===== src/rtl/vmicro16_apb_pkg.sv =====
// Shared definitions for the vmicro16 APB arbiter.
//   APB_WIDTH_DEFAULT : default address/data width of the APB fabric
//   apb_state_t       : arbiter FSM states (IDLE, SETUP, ACCESS, RESP)
package vmicro16_apb_pkg;

    localparam int APB_WIDTH_DEFAULT = 16;

    typedef enum logic [1:0] {
        IDLE,
        SETUP,
        ACCESS,
        RESP
    } apb_state_t;

endpackage


===== src/rtl/vmicro16_rr_arbiter.sv =====
// Round-robin grant selector.
//   req   : per-master request vector
//   last  : index of the most recently granted master
//   grant : one-hot grant, first requester strictly after 'last' (wrapping),
//           all zero when nobody requests
module vmicro16_rr_arbiter #(
    parameter int MASTERS = 2,
    parameter int LW      = 1
) (
    input  logic [MASTERS-1:0] req,
    input  logic [LW-1:0]      last,
    output logic [MASTERS-1:0] grant
);

    int unsigned tgt;
    logic        found;

    // Walk the candidates in priority order last+1 .. last+MASTERS (mod
    // MASTERS); the inner loop keeps every bit-select index constant.
    always_comb begin
        grant = '0;
        found = 1'b0;
        tgt   = '0;
        for (int unsigned off = 1; off <= MASTERS; off++) begin
            tgt = 32'(last) + off;
            if (tgt >= MASTERS) begin
                tgt = tgt - MASTERS;
            end
            for (int unsigned m = 0; m < MASTERS; m++) begin
                if (!found && (m == tgt) && req[m]) begin
                    grant[m] = 1'b1;
                    found    = 1'b1;
                end
            end
        end
    end

endmodule


===== src/rtl/vmicro16_apb_arbiter.sv =====
// Multi-master to single-bus APB arbiter.
//   clk, reset             : clock (rising edge), asynchronous active-low reset
//   S_PADDR/S_PWDATA       : per-master address / write data (master i at i*APB_WIDTH)
//   S_PWRITE/S_PSELx       : per-master direction / request
//   S_PENABLE              : per-master enable (not needed to arbitrate)
//   S_PRDATA/S_PREADY/S_PSLVERR : per-master response, valid for one RESP cycle
//   M_PADDR/M_PWDATA/M_PWRITE   : registered shared-bus request
//   M_PSELx/M_PENABLE      : one-hot slave select / APB enable phase
//   M_PRDATA/M_PREADY/M_PSLVERR : shared-bus response
module vmicro16_apb_arbiter
    import vmicro16_apb_pkg::*;
#(
    parameter int MASTERS   = 2,
    parameter int SLAVES    = 5,
    parameter int APB_WIDTH = APB_WIDTH_DEFAULT,
    parameter int SEL_LSB   = 8,
    parameter int TIMEOUT   = 255
) (
    input  logic                         clk,
    input  logic                         reset,
    input  logic [MASTERS*APB_WIDTH-1:0] S_PADDR,
    input  logic [MASTERS*APB_WIDTH-1:0] S_PWDATA,
    input  logic [MASTERS-1:0]           S_PWRITE,
    input  logic [MASTERS-1:0]           S_PSELx,
    input  logic [MASTERS-1:0]           S_PENABLE,
    output logic [MASTERS*APB_WIDTH-1:0] S_PRDATA,
    output logic [MASTERS-1:0]           S_PREADY,
    output logic [MASTERS-1:0]           S_PSLVERR,
    output logic [APB_WIDTH-1:0]         M_PADDR,
    output logic [APB_WIDTH-1:0]         M_PWDATA,
    output logic                         M_PWRITE,
    output logic                         M_PENABLE,
    output logic [SLAVES-1:0]            M_PSELx,
    input  logic [APB_WIDTH-1:0]         M_PRDATA,
    input  logic                         M_PREADY,
    input  logic                         M_PSLVERR
);

    localparam int LW = (MASTERS > 1) ? $clog2(MASTERS) : 1;
    localparam int CW = $clog2(TIMEOUT + 2);
    localparam logic [CW-1:0] TMO_LAST = CW'((TIMEOUT > 0) ? TIMEOUT - 1 : 0);
    localparam logic          TMO_EN   = (TIMEOUT > 0);

    apb_state_t state, state_next;

    logic [MASTERS-1:0]   grant;
    logic [LW-1:0]        grant_idx, gnt_idx, last;
    logic [APB_WIDTH-1:0] req_addr, req_wdata, dec_idx, rdata_q;
    logic                 req_write, dec_valid, err_q, timed_out;
    logic [SLAVES-1:0]    dec_sel, sel_q;
    logic [CW-1:0]        cnt;
    logic                 unused_penable;

    assign unused_penable = ^S_PENABLE;

    vmicro16_rr_arbiter #(
        .MASTERS (MASTERS),
        .LW      (LW)
    ) u_rr (
        .req   (S_PSELx),
        .last  (last),
        .grant (grant)
    );

    // Mux the granted master's request and decode its target slave.
    always_comb begin
        grant_idx = '0;
        req_addr  = '0;
        req_wdata = '0;
        req_write = 1'b0;
        for (int unsigned m = 0; m < MASTERS; m++) begin
            if (grant[m]) begin
                grant_idx = LW'(m);
                req_addr  = S_PADDR[m*APB_WIDTH +: APB_WIDTH];
                req_wdata = S_PWDATA[m*APB_WIDTH +: APB_WIDTH];
                req_write = S_PWRITE[m];
            end
        end
        dec_idx   = req_addr >> SEL_LSB;
        dec_valid = (dec_idx < APB_WIDTH'(SLAVES));
        dec_sel   = '0;
        for (int unsigned s = 0; s < SLAVES; s++) begin
            dec_sel[s] = (dec_idx == APB_WIDTH'(s));
        end
    end

    assign timed_out = TMO_EN && (cnt == TMO_LAST);

    always_ff @(posedge clk or negedge reset) begin
        if (!reset) begin
            state <= IDLE;
        end else begin
            state <= state_next;
        end
    end

    always_comb begin
        state_next = state;
        case (state)
            IDLE:    if (|S_PSELx) state_next = dec_valid ? SETUP : RESP;
            SETUP:   state_next = ACCESS;
            ACCESS:  if (M_PREADY || timed_out) state_next = RESP;
            RESP:    state_next = IDLE;
            default: state_next = IDLE;
        endcase
    end

    // Request latch at grant, response capture in ACCESS. An undecodable
    // address pre-loads the error response so RESP follows IDLE directly.
    always_ff @(posedge clk or negedge reset) begin
        if (!reset) begin
            last     <= LW'(MASTERS - 1);
            gnt_idx  <= '0;
            M_PADDR  <= '0;
            M_PWDATA <= '0;
            M_PWRITE <= 1'b0;
            sel_q    <= '0;
            rdata_q  <= '0;
            err_q    <= 1'b0;
            cnt      <= '0;
        end else begin
            case (state)
                IDLE: begin
                    if (|S_PSELx) begin
                        gnt_idx  <= grant_idx;
                        last     <= grant_idx;
                        M_PADDR  <= req_addr;
                        M_PWDATA <= req_wdata;
                        M_PWRITE <= req_write;
                        sel_q    <= dec_valid ? dec_sel : '0;
                        rdata_q  <= '0;
                        err_q    <= !dec_valid;
                    end
                end
                SETUP: cnt <= '0;
                ACCESS: begin
                    if (M_PREADY) begin
                        rdata_q <= M_PRDATA;
                        err_q   <= M_PSLVERR;
                    end else if (timed_out) begin
                        rdata_q <= '0;
                        err_q   <= 1'b1;
                    end else begin
                        cnt <= cnt + CW'(1);
                    end
                end
                default: ;
            endcase
        end
    end

    always_comb begin
        M_PSELx   = ((state == SETUP) || (state == ACCESS)) ? sel_q : '0;
        M_PENABLE = (state == ACCESS);
        S_PREADY  = '0;
        S_PSLVERR = '0;
        S_PRDATA  = '0;
        for (int unsigned m = 0; m < MASTERS; m++) begin
            if ((state == RESP) && (gnt_idx == LW'(m))) begin
                S_PREADY[m]                          = 1'b1;
                S_PSLVERR[m]                         = err_q;
                S_PRDATA[m*APB_WIDTH +: APB_WIDTH]   = rdata_q;
            end
        end
    end

endmodule


===== config.mk =====
export PLATFORM = sky130hd
export DESIGN_NAME = vmicro16_apb_arbiter
export DESIGN_NICKNAME = d
export VERILOG_FILES = /design/src/rtl/vmicro16_apb_pkg.sv /design/src/rtl/vmicro16_rr_arbiter.sv /design/src/rtl/vmicro16_apb_arbiter.sv
export SDC_FILE = /design/constraint.sdc
export NUM_CORES = 1
export LEC_CHECK = 0
export CAP_MARGIN = 30
export CORE_MARGIN = 2
export CORE_UTILIZATION = 41
export CTS_CLUSTER_SIZE = 25
export DETAILED_ROUTE_END_ITERATION = 6
export GPL_TIMING_DRIVEN = 0
export PLACE_DENSITY = 0.87
export SYNTH_ARGS = -nofsm -noshare
export SYNTH_HDL_FRONTEND = slang
export SYNTH_SLANG_ARGS = --single-unit

===== constraint.sdc =====
create_clock -name clk -period 2.2 [get_ports clk]
set_input_delay 0.22 -clock clk [delete_from_list [all_inputs] [get_ports clk]]
set_output_delay 0.22 -clock clk [all_outputs]
set_load 0.05 [all_outputs]

# Word level (Yosys, flattened, before mapping)
# Cells that the tools add are included.
dict set report totals {
  register_bits 68
  input_bits 90
  out_inout_bits 75
  word_cells 98
}
dict set report op_classes {
  n_addsub 5
  order_cmp 3
  n_eq_ne 15
  mux 38
  n_bitwise 1
  n_reduce_logical 26
}
# op count
set op_table {}
lappend op_table {{16-bit 2-to-1 mux} 9}
lappend op_table {{1-bit by 32-bit equality test with 1-bit output, first input constant} 2}
lappend op_table {{32-bit by 2-bit >= comparator with 1-bit output, second input constant} 2}
lappend op_table {{32-bit zero test} 2}
lappend op_table {{32-bit 2-to-1 mux} 2}
lappend op_table {{32-bit by 2-bit subtractor with 32-bit output, second input constant} 2}
lappend op_table {{16-bit one-hot mux with 2 select lines} 1}
lappend op_table {{9-bit 2-to-1 mux} 2}
lappend op_table {{9-bit one-hot mux with 2 select lines} 1}
lappend op_table {{8-bit by 2-bit equality test with 1-bit output, second input constant} 2}
lappend op_table {{16-bit zero test} 1}
lappend op_table {{1-bit 2-to-1 mux} 16}
lappend op_table {{5-bit 2-to-1 mux} 2}
lappend op_table {{9-bit by 1-bit adder with 9-bit output, second input constant} 1}
lappend op_table {{9-bit by 8-bit equality test with 1-bit output, second input constant} 1}
lappend op_table {{1-bit logical AND} 9}
lappend op_table {{8-bit by 1-bit equality test with 1-bit output, second input constant} 1}
lappend op_table {{8-bit by 3-bit equality test with 1-bit output, second input constant} 1}
lappend op_table {{8-bit by 3-bit less-than comparator with 1-bit output, second input constant} 1}
lappend op_table {{2-bit one-hot mux with 4 select lines} 1}
lappend op_table {{2-bit 2-to-1 mux} 3}
lappend op_table {{2-bit != test, second input constant} 3}
lappend op_table {{3-bit AND reduction} 2}
lappend op_table {{2-bit equality test, second input constant} 2}
lappend op_table {{13 further kinds} 19}

# Depth between registers and ports, before layout
dict set report logic_depth {
  word_depth 23
  depth_mapped 8
}

# Hierarchy
# A second synthesis with hierarchy kept.
dict set report unflattened {
  cells_unflattened 374
  hier_area_um2 3588.4
}
# module instances cells_per_inst area_per_inst_um2 seq_area_each_um2
set modules_own_cells {}
lappend modules_own_cells {vmicro16_apb_arbiter 1 371 3569.7 1702.9}
lappend modules_own_cells {vmicro16_rr_arbiter 1 3 18.8 0.0}

# Least setup slack after synthesis
# OpenSTA, ideal clock, no wires.
dict set report synth_path {
  path_kind {register to output}
  startpoint {reg state[0]}
  endpoint {out S_PRDATA[10]}
  arrival_time_ns 2.022
  required_time_ns 1.980
  slack_ns -0.042
  path_stages_with_launch 5
  cell_sequence {dfrtp_1 ha_1 nor2b_1 clkbuf_1 and2_1}
}
dict set report synth_via {
  elab_chain_len 3
}
# item line_no
set synth_lines {}
lappend synth_lines {{start, declared} vmicro16_apb_arbiter.sv:44} ;# apb_state_t state, state_next;
lappend synth_lines {{start signal, assigned} vmicro16_apb_arbiter.sv:93} ;# state <= state_next;
lappend synth_lines {{2-bit equality test} vmicro16_apb_arbiter.sv:159} ;# if ((state == RESP) && (gnt_idx == LW'(m))) begin
lappend synth_lines {{1-bit logical AND} vmicro16_apb_arbiter.sv:159}
lappend synth_lines {{16-bit 2-to-1 mux} vmicro16_apb_arbiter.sv:159}
lappend synth_lines {{end, declared} vmicro16_apb_arbiter.sv:26} ;# output logic [MASTERS*APB_WIDTH-1:0] S_PRDATA,
# No other way between the ends.

# Worst setup path in the final report
dict set report layout_path {
  startpoint {reg state[0]}
  endpoint {out S_PRDATA[7]}
}
# The elaborated chain is that of the path after synthesis.

==> implementation parameters <==
Parameter                              Value

Detailed routing
  DRT antenna net count    0
  Total DRC errors in the routed layout    0
  Total detailed-routing wirelength    9930 µm
  Via count    3378
  Count of TritonRoute iterations in the first routing pass    7
  Routed wire length per instance    15.8 µm
  DRC violation total after the first TritonRoute iteration    246
  Per-cell via count in the routed design    5.36

Power
  Sequential fraction of design power    28.6%
  Fraction of power spent switching nets    49.1%
  Internal power summed over all cells    3.65 mW
  Net switching power figure    3.52 mW
  Part of the total power dissipated in combinational logic    58.6%
  Cell area power density    1350 mW/mm²
  Relative contribution of the clock network to total power    12.8%
  IR drop worst, VDD    0.848 mV
  Static leakage power    2.46 nW

Critical path
  Critical path capture point type    output port
  Critical path start-end classification    register to output port
  CP max FO    10
  CP Data Arrival Time    1.86 ns
  Worst r2r src    state[0]
  Required time at the worst-slack endpoint    1.98 ns
  Critical Path Source Type    register
  Worst setup path start    state[0]

Cells and area
  Growth of design area from synthesis to finish    54.5%
  Diode count    0
  Layout Cell Area excl Fill    0.00531 mm²
  Filler cells    654
  Nets    616
  Share of final-layout standard cells stronger than drive strength 1    15.6%

Synth
  Unique cell type count in the Yosys netlist    43
  Share of Yosys cell area claimed by the top area cell type    48.8%
  Synthesis-stage register bit count    68
  Most area-consuming cells after synthesis    dfrtp_1 (49%), a222oi_1 (7.3%), and2_1 (4.4%), inv_1 (3.7%), nand2_1 (3.7%)
  Synth Area in Simple Gates    18.1%
  Synthesized-area fraction occupied by adder cells    1.82%
  Total standard cell area after synthesis    0.00344 mm²
  Number of warnings issued by yosys    0
  Net count after synthesis    444
  Mapped Cells    349
  Share of synthesized area spent on multiplexers    1.78%
  Avg Inst Size Synth    9.84 µm²
  Number of enable flip-flop cells after synthesis    0
  Top cell type by total area after synthesis    dfrtp_1
  Leading register cell type out of synthesis    dfrtp_1
  Fraction of synthesized cell area in xor and xnor cells    0%
  Asr flop ratio synth    100%
  Main combinational cell family by area after synthesis    compound AO/OA/AOI/OAI gates
  Compound-cell area share of the yosys netlist    21.3%
  Sequential-to-total area share from yosys stat    49.6%

Outcome
  Failing checks    hold timing
  Result of the run    finished with violations

Floorplan
  Core region area    0.00818 mm²
  Die area    0.00913 mm²
  Number of rows created at floorplan    33
  Die outline height    95.5 µm
  Die Width    95.5 µm
  Initial standard-cell utilization of the core    42.0%
  I/O pin cnt    165

Global route
  Global-route congestion overflow total    0
  Pin count of the biggest net entering global routing    69
  Overall track demand over capacity in global routing    21.9%
  Vias in the first global route    3219
  Initial antenna violation count    0
  First-pass GRT wire length    15300 µm

Placement
  Detailed placement HPWL    7500 µm
  Routability-driven placement congestion ratio    0.837
  Post-Place Cell Area    0.00519 mm²
  Count of buffers from port buffering    162

CTS
  Total CTS buffers    9
  Cell at the root of the clock tree    clkbuf_8
  Clock-pin slew on the worst setup and hold paths    0.07 ns
  Clock Path Buffers    2
  Clk_lat worst skew    0.35 ns
  Maximum level of the CTS H-tree    3
  # Post-CTS Setup Buffers    0
  # clock sinks    68
  Clock tree from TritonCTS    yes
  Number of hold buffers added after CTS    0

Worst hold path
  Worst hold-check path type    input pin to asynchronous set/reset pin

STA
  Hold slack final    -0.00702 ns
  Slew Viols, Final    0
  Crit path time final    2.08 ns
  RSZ-0062 raised after global routing    yes
  Worst Max-Slew Pin Slew    0.861 ns
  Clock tree skew after final layout    0.0105 ns
  Hold violation count in the final report    25
  Slew headroom    42.6%
  Crit share post-route    94.3%
  Max Clk Rate    482 MHz
  Endpoints failing setup    0

Run
  Max capacitance violation total    0
-- state kept, by name (all words and copies together), names as in the netlist, 2 cells and up --
register  cells
M_PADDR      16
cnt           9
state         2
M_PWDATA     16
rdata_q      16
sel_q         5
-- cells in the final DEF, fill, tap and decap left out, types with 4 or more instances in the layout --
cell type        netlist  layout
o21ai_0                9       9
o21ai_1                5       4
a222oi_1              25      25
dfrtp_1               67      67
clkbuf_8               0      11
dlygate4sd2_1          0       9
o2bb2ai_1              4       4
nor2_1                13      13
nand3_1               18      18
mux2i_1                5       5
o22ai_1                4       4
clkbuf_1              21      17
and3_1                18      18
inv_1                 34      34
nand2_1               34      34
o21ai_2               13      14
clkbuf_2               0      13
buf_2                  3      12
clkdlybuf4s50_1        0     119
a32oi_1                9       9
clkdlybuf4s15_2        0      16
and2_1                24      24
-- power by group through the flow --
stage | clock network, mW | logic, mW | registers [mW]
after floorplan | 0 | 1.93 | 2.93
after global placement | 0 | 4.15 | 2.03
after detailed placement | 0 | 4.24 | 2.05
after CTS | 0.937 | 4.19 | 2.04
after global routing | 0.991 | 4.52 | 2.10
final | 0.914 | 4.20 | 2.05
-- cell type report --
cell class                      count  area, µm²  area share (%)
Timing Repair Buffer              162       1540            29.1
Tap cell                          105        131            2.48
Multi-Input combinational cell    220       1500            28.3
Clock buffer                       13        159            2.99
Clock inverter                      2       10.0           0.189
Buffer                             26        130            2.45
Inverter                           34        128            2.40
Sequential cell                    68       1700            32.1
-- worst max-delay path: stages, from the launching register on --
cell	delay (ns)
dfrtp_1	0.42
ha_4	0.22
nor2b_4	0.22
clkbuf_2	0.22
and2_1	0.15
buf_2	0.27
-- synth_stat cells (all sizes together), types with 2 or more instances --
cell     number
a21o          2
a21oi         3
a222oi       25
a32oi         9
and2         24
and3         18
and4b         2
buf           6
clkbuf       21
dfrtp        67
ha            5
inv          34
mux2i         5
nand2        34
nand2b        3
nand3        18
nor2         13
nor2b         2
o21ai        27
o22ai         4
o2bb2ai       4
o31ai         2
o41ai         3
or2           2
-- through the flow --
stage          util [%]  worst slack [ns]  instances  power [mW]  TNS (ns)
3_3_place_gp       63.5             -1.36        616        6.17    -97.76
4_1_cts            65.0           0.00337        630        7.17         0
6_report           64.9             0.125        630        7.17         0
5_1_grt            64.9           -0.0376        630        7.62    -0.169
3_5_place_dp       63.5            -0.429        616        6.29    -10.00
2_1_floorplan         -             0.222        349        4.86         0
-- layer usage --
layer / vias to the layer above / wire length, µm / track usage, %
met1: 1595 / 4010 / 26.5
met3: 9 / 961 / 7.51
met4: 0 / 104 / 6.31
met5: - / 0 / 0
met2: 159 / 4860 / 37.2
li1: 1615 / - / -
-- timing repair --
action                                  CTS  global route
endpoints found under the setup margin   42            59
pin swaps                                 0             1
gates cloned                              0             0
resized for setup                       114            25
hold endpoints to repair                  0             0
-- logic make-up (layout without fill, tap and decap cells) --
kind of cell / count (synthesis) / after routing
buf+inv: 61 / 237
simple gates: 120 / 120
compound gates: 89 / 89
fa+ha+maj: 5 / 5
flops: 68 / 68
mux: 6 / 6
-- path summary, 6_finish.rpt --
check | slack, ns | endpoint | cells past startpoint
worst max-delay path | 0.12 | S_PRDATA[7] | 5
worst min-delay path | -0.007 | rdata_q[1] | 1
worst max register to register | 0.13 | M_PWDATA[4] | 7
worst min register to register | 0.49 | sel_q[0] | 2
max in group asynchronous | 1.65 | cnt[2] | 1
min in group clk | 0.44 | rdata_q[5] | 3
Note: power is estimated with default switching activity, not from simulation.
